File: src/rtl/jk_drive_sequencer_if.sv
`default_nettype none
// ============================================================================
// Module      : jk_drive_sequencer_if
// Description : Command handshake bundle feeding the JK drive sequencer.
// Revision    : 1.0 - initial release
// ============================================================================
interface jk_drive_sequencer_if #(
    parameter int WIDTH = 8,
    parameter int CNT_W = 4
) ();
    logic             cmd_valid;
    logic             cmd_ready;
    logic [1:0]       cmd_op;
    logic [WIDTH-1:0] cmd_mask;
    logic [CNT_W-1:0] cmd_repeat;

    modport master (
        output cmd_valid,
        output cmd_op,
        output cmd_mask,
        output cmd_repeat,
        input  cmd_ready
    );

    modport slave (
        input  cmd_valid,
        input  cmd_op,
        input  cmd_mask,
        input  cmd_repeat,
        output cmd_ready
    );
endinterface
`default_nettype wire

File: src/rtl/jk_drive_sequencer.sv
`default_nettype none
// ============================================================================
// Module      : jk_drive_sequencer
// Description : Buffers hold/clear/set/toggle commands and replays each as
//               registered J/K vectors for its repeat count.
// Revision    : 1.0 - initial release
// ============================================================================
module jk_drive_sequencer #(
    parameter int WIDTH = 8,
    parameter int DEPTH = 4,
    parameter int CNT_W = 4
) (
    input  wire logic                     clk,
    input  wire logic                     reset,
    jk_drive_sequencer_if.slave           cmd,
    output logic [WIDTH-1:0]              j_out,
    output logic [WIDTH-1:0]              k_out,
    output logic                          busy,
    output logic [$clog2(DEPTH):0]        fifo_count
);

    localparam int AW     = $clog2(DEPTH);
    localparam int CW     = AW + 1;
    localparam int ENTRY_W = 2 + WIDTH + CNT_W;

    localparam logic [CW-1:0]    c_DEPTH    = CW'(DEPTH);
    localparam logic [CNT_W-1:0] c_ONE      = CNT_W'(1);
    localparam logic [CNT_W-1:0] c_ZERO     = '0;

    typedef enum logic [0:0] {
        S_IDLE  = 1'b0,
        S_ISSUE = 1'b1
    } state_t;

    state_t               r_state;
    state_t               w_state_nxt;

    logic [ENTRY_W-1:0]   r_mem [DEPTH];
    logic [AW-1:0]        r_wr_ptr;
    logic [AW-1:0]        r_rd_ptr;
    logic [CW-1:0]        r_count;
    logic [CNT_W-1:0]     r_remaining;
    logic [WIDTH-1:0]     r_j;
    logic [WIDTH-1:0]     r_k;

    logic                 w_ready;
    logic                 w_push;
    logic                 w_pop;
    logic                 w_nonempty;
    logic [ENTRY_W-1:0]   w_head;
    logic [1:0]           w_head_op;
    logic [WIDTH-1:0]     w_head_mask;
    logic [CNT_W-1:0]     w_head_rep;
    logic [CNT_W-1:0]     w_head_rem;
    logic [WIDTH-1:0]     w_head_j;
    logic [WIDTH-1:0]     w_head_k;
    logic [CNT_W-1:0]     w_rem_nxt;
    logic [WIDTH-1:0]     w_j_nxt;
    logic [WIDTH-1:0]     w_k_nxt;

    // Ready depends only on the registered count, so a pop never frees a
    // slot for a push in the same cycle.
    assign w_ready    = (r_count < c_DEPTH);
    assign w_push     = cmd.cmd_valid && w_ready;
    assign w_nonempty = (r_count != '0);

    assign w_head      = r_mem[r_rd_ptr];
    assign w_head_op   = w_head[ENTRY_W-1 -: 2];
    assign w_head_mask = w_head[CNT_W +: WIDTH];
    assign w_head_rep  = w_head[CNT_W-1:0];
    assign w_head_rem  = (w_head_rep == c_ZERO) ? c_ONE : w_head_rep;

    // op[1] selects J (set/toggle), op[0] selects K (clear/toggle).
    assign w_head_j = w_head_mask & {WIDTH{w_head_op[1]}};
    assign w_head_k = w_head_mask & {WIDTH{w_head_op[0]}};

    always_ff @(posedge clk) begin
        if (w_push) begin
            r_mem[r_wr_ptr] <= {cmd.cmd_op, cmd.cmd_mask, cmd.cmd_repeat};
        end
    end

    always_ff @(posedge clk) begin
        if (reset) begin
            r_wr_ptr <= '0;
            r_rd_ptr <= '0;
            r_count  <= '0;
        end else begin
            if (w_push) begin
                r_wr_ptr <= r_wr_ptr + AW'(1);
            end
            if (w_pop) begin
                r_rd_ptr <= r_rd_ptr + AW'(1);
            end
            case ({w_push, w_pop})
                2'b10:   r_count <= r_count + CW'(1);
                2'b01:   r_count <= r_count - CW'(1);
                default: r_count <= r_count;
            endcase
        end
    end

    always_ff @(posedge clk) begin
        if (reset) begin
            r_state     <= S_IDLE;
            r_remaining <= '0;
            r_j         <= '0;
            r_k         <= '0;
        end else begin
            r_state     <= w_state_nxt;
            r_remaining <= w_rem_nxt;
            r_j         <= w_j_nxt;
            r_k         <= w_k_nxt;
        end
    end

    always_comb begin
        w_state_nxt = r_state;
        w_pop       = 1'b0;
        w_rem_nxt   = r_remaining;
        w_j_nxt     = r_j;
        w_k_nxt     = r_k;

        case (r_state)
            S_IDLE: begin
                w_j_nxt = '0;
                w_k_nxt = '0;
                if (w_nonempty) begin
                    w_pop       = 1'b1;
                    w_rem_nxt   = w_head_rem;
                    w_j_nxt     = w_head_j;
                    w_k_nxt     = w_head_k;
                    w_state_nxt = S_ISSUE;
                end
            end

            S_ISSUE: begin
                if (r_remaining == c_ONE) begin
                    // Chain straight into the next command to avoid a bubble.
                    if (w_nonempty) begin
                        w_pop     = 1'b1;
                        w_rem_nxt = w_head_rem;
                        w_j_nxt   = w_head_j;
                        w_k_nxt   = w_head_k;
                    end else begin
                        w_rem_nxt   = '0;
                        w_j_nxt     = '0;
                        w_k_nxt     = '0;
                        w_state_nxt = S_IDLE;
                    end
                end else begin
                    w_rem_nxt = r_remaining - c_ONE;
                end
            end

            default: begin
                w_state_nxt = S_IDLE;
                w_rem_nxt   = '0;
                w_j_nxt     = '0;
                w_k_nxt     = '0;
            end
        endcase
    end

    assign cmd.cmd_ready = w_ready;
    assign j_out         = r_j;
    assign k_out         = r_k;
    assign busy          = (r_state == S_ISSUE);
    assign fifo_count    = r_count;

endmodule
`default_nettype wire

File: src/flat_wrapper.sv
// flat-port wrapper written by rule: the top's interface ports become plain ports
module jk_drive_sequencer_flat 
#(
    parameter int WIDTH = 8,
    parameter int DEPTH = 4,
    parameter int CNT_W = 4
)
  (clk, reset, j_out, k_out, busy, fifo_count, cmd_cmd_valid, cmd_cmd_op, cmd_cmd_mask, cmd_cmd_repeat, cmd_cmd_ready);
  jk_drive_sequencer_if #(.WIDTH(WIDTH), .CNT_W(CNT_W)) cmd_i ();
  input  wire logic clk;
  input  wire logic reset;
  output logic [WIDTH-1:0] j_out;
  output logic [WIDTH-1:0] k_out;
  output logic busy;
  output logic [$clog2(DEPTH):0] fifo_count;
  input wire logic [$bits(cmd_i.cmd_valid)-1:0] cmd_cmd_valid;
  input wire logic [$bits(cmd_i.cmd_op)-1:0] cmd_cmd_op;
  input wire logic [$bits(cmd_i.cmd_mask)-1:0] cmd_cmd_mask;
  input wire logic [$bits(cmd_i.cmd_repeat)-1:0] cmd_cmd_repeat;
  output wire logic [$bits(cmd_i.cmd_ready)-1:0] cmd_cmd_ready;
  assign cmd_i.cmd_valid = cmd_cmd_valid;
  assign cmd_i.cmd_op = cmd_cmd_op;
  assign cmd_i.cmd_mask = cmd_cmd_mask;
  assign cmd_i.cmd_repeat = cmd_cmd_repeat;
  assign cmd_cmd_ready = cmd_i.cmd_ready;
  jk_drive_sequencer #(.WIDTH(WIDTH), .DEPTH(DEPTH), .CNT_W(CNT_W)) u_core (.clk(clk), .reset(reset), .cmd(cmd_i), .j_out(j_out), .k_out(k_out), .busy(busy), .fifo_count(fifo_count));
endmodule
File: config.mk
export PLATFORM = sky130hd
export DESIGN_NAME = jk_drive_sequencer_flat
export DESIGN_NICKNAME = d
export VERILOG_FILES = /design/src/rtl/jk_drive_sequencer_if.sv /design/src/rtl/jk_drive_sequencer.sv /design/src/flat_wrapper.sv
export SDC_FILE = /design/constraint.sdc
export NUM_CORES = 1
export LEC_CHECK = 0
export CELL_PAD_IN_SITES_DETAIL_PLACEMENT = 0
export CELL_PAD_IN_SITES_GLOBAL_PLACEMENT = 2
export CORE_MARGIN = 1
export CORE_UTILIZATION = 38
export CTS_BUF_LIST = sky130_fd_sc_hd__clkbuf_2 sky130_fd_sc_hd__clkbuf_4 sky130_fd_sc_hd__clkbuf_8
export CTS_CLUSTER_DIAMETER = 40
export CTS_CLUSTER_SIZE = 40
export DETAILED_ROUTE_END_ITERATION = 8
export PLACE_DENSITY = 0.76
export SYNTH_ARGS = -nofsm -noshare
export SYNTH_HDL_FRONTEND = slang
export SYNTH_SLANG_ARGS = --single-unit
File: constraint.sdc
create_clock -name clk -period 2.36 [get_ports clk]
set_input_delay 0.236 -clock clk [delete_from_list [all_inputs] [get_ports clk]]
set_output_delay 0.236 -clock clk [all_outputs]
set_load 0.1 [all_outputs]
# == Word level (Yosys, flattened, before mapping) ==
# Memories as Yosys holds them, arrays and structs flattened. A register that Yosys moved wholly into a read port is not among the register bits.
# Cells that the tools add are included.
# classes
addsub,5
magnitude_cmp,1
eq_ne,5
n_mux,21
bitwise_logic,3
reduce_logical,4
# op_table
cell,count
8-bit 2-to-1 mux,4
8-bit case mux with 2 select lines,2
8-bit AND,2
4-bit 2-to-1 mux,4
4-bit case mux with 2 select lines,1
3-bit case mux with 2 select lines,1
1-bit 2-to-1 mux,5
2-bit by 1-bit adder with 2-bit output (second input constant),2
4-bit by 1-bit == test with 1-bit output (second input constant),1
4-bit zero test,1
2-bit 2-to-1 mux,2
1-bit case mux with 2 select lines,2
4-bit by 1-bit subtractor with 4-bit output (second input constant),1
3-bit by 1-bit adder with 3-bit output (second input constant),1
3-bit < comparator (second input constant),1
3-bit nonzero test,1
3-bit by 1-bit subtractor with 3-bit output (second input constant),1
2-bit by 1-bit == test with 1-bit output (second input constant),1
2-bit == test (second input constant),1
2-bit by 1-bit != test with 1-bit output (second input constant),1
2-bit != test (second input constant),1
2-bit nonzero test,1
1-bit logical AND,1
1-bit inverter,1
# totals
regBits,28
mem_bits_rw,56
input_bits,17
out_inout_bits,21
wordCells,47
memories,1
# memory_table
name,words,width,rd,rd_clocked_by_memory_dff,wr,line_no,rtl
u_core.r_mem,4,14,1,1,1,jk_drive_sequencer.sv:38,logic [ENTRY_W-1:0] r_mem [DEPTH];

# == Depth between registers and ports, before layout ==
# Gate-level depths: netlist of the first run.
# logic_depth
ltp_word,6
ltp_mapped,10
ltp_nobuf,10

# == Least setup slack after synthesis of the first run ==
# OpenSTA, ideal clock, no wires.
# synth_path
kind,flip-flop to flip-flop
start,"register u_core.r_count[2], in the netlist u_core.fifo_count[2]"
end,"register u_core.r_count[2], in the netlist u_core.fifo_count[2]"
setup_ps,71
arrival_ps,2694
required_time_ps,2289
setup_slack_ps,-405
stages_incl_launch_ff,9
path_buffers,0
period_less_slack_ps,2765
cell_sequence,dfxtp_1 > or3_1 > o21a_1 > ha_1 > inv_1 > fa_1 > xor2_1 > or3_1 > a21oi_1
# synth_via
elab_chain_cells,6
word_cells_on_any_way,12
cone_classes,add/sub (2); order compare (1); eq/ne (2); mux (4); reduce/logical (3)
# synth_lines
element,line_no,rtl
start: declaration,jk_drive_sequencer.sv:41,logic [CW-1:0] r_count;
start signal: assignment,jk_drive_sequencer.sv:96,2'b10: r_count <= r_count + CW'(1);
start signal: assignment,jk_drive_sequencer.sv:97,2'b01: r_count <= r_count - CW'(1);
start signal: assignment,jk_drive_sequencer.sv:98,default: r_count <= r_count;
3-bit nonzero test,jk_drive_sequencer.sv:65,assign w_nonempty = (r_count != '0);
1-bit 2-to-1 mux,"jk_drive_sequencer.sv:128, jk_drive_sequencer.sv:140",
1-bit 2-to-1 mux,jk_drive_sequencer.sv:138,if (r_remaining == c_ONE) begin
1-bit case mux with 2 select lines,jk_drive_sequencer.sv:124,case (r_state)
2-bit by 1-bit == test with 1-bit output / 2-bit == test (equally long branches),jk_drive_sequencer.sv:95,"case ({w_push, w_pop})"
3-bit case mux with 2 select lines / 2-bit nonzero test (equally long branches),--,
# Parallel ways exist; a longest one is shown, timed or not.
# A chain may end at the register's enable or synchronous reset.

# == Worst setup path in the final report of the first run ==
# layout_path
start,register u_core.r_remaining[1]
end,"register u_core.r_count[2], in the netlist u_core.fifo_count[2]"
# layout_via
elab_chain_cells,5
word_cells_on_any_way,7
cone_classes,eq/ne (3); mux (3); reduce/logical (1)
# layout_lines
element,line_no,rtl
start: declaration,jk_drive_sequencer.sv:42,logic [CNT_W-1:0] r_remaining;
start signal: assignment,jk_drive_sequencer.sv:111,r_remaining <= w_rem_nxt;
4-bit by 1-bit == test with 1-bit output (*),jk_drive_sequencer.sv:138,
1-bit 2-to-1 mux (*),jk_drive_sequencer.sv:138,
1-bit case mux with 2 select lines (*),jk_drive_sequencer.sv:124,
2-bit by 1-bit == test with 1-bit output / 2-bit == test (equally long branches),jk_drive_sequencer.sv:95,
3-bit case mux with 2 select lines / 2-bit nonzero test (equally long branches),--,
# Mark *: on every way between the ends. The rest lies on a longest branch, timed or not.

==> flow_summary.yaml, run 1 <==
setup_path:
  r2r_setup_slack_ps: 210
  setup.worst_path.class: "flip-flop to flip-flop"
  path_max_fanout: 3
  crit_required_ps: 2640
  crit_arrival_ps: 2440
  r2r-start: "u_core.r_remaining[1]$_SDFFE_PP0P_"
  start_kind: "flip-flop"
  startpoint: "u_core.r_remaining[1]$_SDFFE_PP0P_"
  endpoint_kind: "flip-flop"
run_status:
  violations: "design-rule violations"
  outcome: "finished with violations"
sta:
  worst_pin_slew_ps: 532
  timing.setup.tns_ps: 0
  relSlewSlack: 0.645
  fin_skew_ps: 11.1
  drv_slew: 0
  grt_setup_unrepaired: "no"
  setup_viol: 0
  setup_slack_ps: 208
  hold_viol: 0
  fin_crit_ps: 2150
  period_share: 0.912
  fmax_mhz: 465
route:
  final_antenna_net_count: 0
  vias_per_cell: 4.97
  num_vias: 1877
  drt_iter0_drc: 66
  wl_per_cell_microns: 15.8
  routed_wl_microns: 5960
  post-route-drc-count: 2
  drtPass1Iterations: 6
yosys:
  syn_nets: 238
  synthCells: 213
  ys_types: 37
  synth-seq-cells: 86
  ys_seq_area_frac: 0.672
  avgSynthCellArea_sq_um: 15.9
  yosys_warnings: 0
  synth_area_sq_mm: 0.00340
power_and_ir_drop:
  pwr-share-seq: 0.402
  peakVddDrop_v: 0.000423
  power_frac_comb: 0.406
  power.leakage_nw: 1.45
  total_power_w: 0.00502
  power_density_mw_per_mm2: 1230
  internal-power_w: 0.00293
  power.switching_w: 0.00209
  switching_share: 0.417
  power.clock.fraction: 0.192
clock_network:
  cts_setup_buffers: 0
  post_cts_resize_count: 0
  htree_levels: 3
  clkTransAtPathRegs_ps: 90
  tritoncts.num_buffers: 9
  clockRootBuffer: "clkbuf_8"
  cts_tree: "done"
  cts.sinks: 86
  cts.hold.buffers_added: 0
  clock_latency_ps: 350
  clk_path_buf_depth: 2
finish:
  syn_to_final_growth_pct: 20.4
  final_cell_mix: "56 x edfxtp_1, 34 x buf_4, 31 x nor2_1"
  final_common_cell: "edfxtp_1"
  drive_gt1_frac: 0.252
  nets: 290
  final_cells: 378
  antenna_cells: 0
  fin_util: 0.471
floorplanning:
  core_sq_mm: 0.00868
  dieArea_sq_mm: 0.00932
  initial_utilization: 0.391
  die_h_microns: 96.5
  row_count: 34
  dieWidth_microns: 96.5
  io_pins: 38
global_route:
  grt_antenna_before_repair: 0
  grt_start_max_net_pins: 30
  grt_pass1_vias: 1753
  grt_pass1_wl_microns: 9160
  grt_usage: 0.139
  met1_usage: 0.188
  grt-busiest-layer: "met2"
  use_met2: 0.210
  gr-total-overflow: 0
  globalRouteMet3Util: 0.0313
placement:
  numPortBuffers: 37
  dp_slack_ps: 215
  dpl.cell_count: 362
  place_congestion: 0.716
  dp_hpwl_microns: 4060
job:
  max-cap-violations: 0
worst_hold_path:
  hp-start: "cmd_cmd_mask[1]"
  min_path_type: "primary input to flip-flop"
worst paths after layout:
path / to / depth (start not counted)
setup / recovery: u_core.fifo_count[2]$_SDFFE_PP0P_ / 10
hold / removal: u_core.r_mem[3][5]$_DFFE_PP_ / 1
setup reg to reg: u_core.fifo_count[2]$_SDFFE_PP0P_ / 10
hold reg to reg: u_core.fifo_count[1]$_SDFFE_PP0P_ / 2
logic make-up after synthesis:
group	count (synthesis)	share of synthesized area
AOI/OAI and AO/OA	34	0.0866
muxes	14	0.105
buffers and inverters	21	0.0310
and+or+nand+nor	45	0.0608
adders and majority gates	8	0.0317
DFF	86	0.672
xor gates and xnor gates	5	0.0129
power by group through the flow:
stage	clock (W)	combinational, W	sequential (W)
4_1_cts	0.000989	0.00206	0.00202
5_1_grt	0.00105	0.00218	0.00205
6_report	0.000962	0.00204	0.00202
2_1_floorplan	0	0.000995	0.00262
3_5_place_dp	0	0.00206	0.00205
3_3_place_gp	0	0.00205	0.00204
per-layer routing:
metal  vias to the layer above  wire length, microns
met5                         -                     0
met2                        29                  2830
met3                         9                   158
met4                         0                   117
li1                        913                     -
met1                       926                  2850
cells in the mapped netlist:
cell type | instances | area share
a2111oi_2 | 1 | 0.0044
a211oi_2 | 1 | 0.0037
a21oi_1 | 5 | 0.0074
a222oi_1 | 1 | 0.0029
a22oi_1 | 10 | 0.022
a22oi_2 | 6 | 0.022
a31oi_1 | 1 | 0.0018
a32oi_1 | 1 | 0.0026
a41oi_1 | 1 | 0.0026
and2_1 | 4 | 0.0074
buf_12 | 1 | 0.0059
buf_2 | 2 | 0.0029
buf_6 | 1 | 0.0033
clkbuf_1 | 5 | 0.0055
dfxtp_1 | 30 | 0.18
edfxtp_1 | 56 | 0.50
fa_1 | 1 | 0.0059
ha_1 | 7 | 0.026
inv_1 | 12 | 0.013
mux4_1 | 11 | 0.085
mux4_2 | 3 | 0.020
nand2_1 | 2 | 0.0022
nand2b_1 | 1 | 0.0018
nand3_1 | 1 | 0.0015
nor2_1 | 31 | 0.034
nor2b_1 | 1 | 0.0018
nor3_1 | 1 | 0.0015
nor3_2 | 1 | 0.0029
nor3b_2 | 1 | 0.0037
o211a_1 | 1 | 0.0029
o211a_4 | 1 | 0.0052
o211ai_1 | 1 | 0.0022
o21a_1 | 1 | 0.0022
o21ai_0 | 3 | 0.0044
or3_1 | 2 | 0.0037
xnor2_1 | 2 | 0.0052
xor2_1 | 3 | 0.0077
worst max-delay path: stages (launching register included):
cell and delay [ps]:
dfxtp_1 330, inv_1 80, ha_1 160, nor3b_2 180, o21a_1 150, ha_1 180
inv_1 60, fa_1 370, xor2_1 150, or3_1 300, a21oi_1 130
through the flow:
stage | cell area, sq um | hold WS [ps]
after floorplan | 3410 | 335
final | 4090 | 506
after global routing | 4090 | 509
after CTS | 4090 | 496
after detailed placement | 3900 | 507
after global placement | 3900 | 499
sequential cells by signal (all words and copies together), names as in the netlist, named ones only:
name / cells
u_core.r_mem: 56
u_core.j_out: 8
u_core.k_out: 8
u_core.r_remaining: 4
u_core.fifo_count: 3
u_core.r_rd_ptr: 2
u_core.r_wr_ptr: 2
u_core.busy: 1
cell type report:
type | instances | area [sq um]
fill | 811 | 4590
sequential | 86 | 2290
multi-input combinational | 106 | 1010
timing repair buffer | 50 | 415
tap | 108 | 135
clock buffer | 9 | 124
clock inverter | 7 | 65.1
inverter | 12 | 45.0
No activity file was read; power rests on OpenSTA's default activity.
==> run 2: changes to the inputs <==
--- a/config.mk
+++ b/config.mk
@@ -14,6 +14,7 @@
 export CTS_CLUSTER_SIZE = 40
 export DETAILED_ROUTE_END_ITERATION = 8
 export PLACE_DENSITY = 0.76
+export SLEW_MARGIN = 20
 export SYNTH_ARGS = -nofsm -noshare
 export SYNTH_HDL_FRONTEND = slang
 export SYNTH_SLANG_ARGS = --single-unit
==> results of run 2 <==
Final layout, timing and power as in run 1 (identical DEF).
==> run 3: changes to the inputs <==
--- a/config.mk
+++ b/config.mk
@@ -10,7 +10,7 @@
 export CORE_MARGIN = 1
 export CORE_UTILIZATION = 38
 export CTS_BUF_LIST = sky130_fd_sc_hd__clkbuf_2 sky130_fd_sc_hd__clkbuf_4 sky130_fd_sc_hd__clkbuf_8
-export CTS_CLUSTER_DIAMETER = 40
+export CTS_CLUSTER_DIAMETER = 150
 export CTS_CLUSTER_SIZE = 40
 export DETAILED_ROUTE_END_ITERATION = 8
 export PLACE_DENSITY = 0.76
==> results of run 3 <==
Final layout, timing and power as in run 1 (identical DEF).
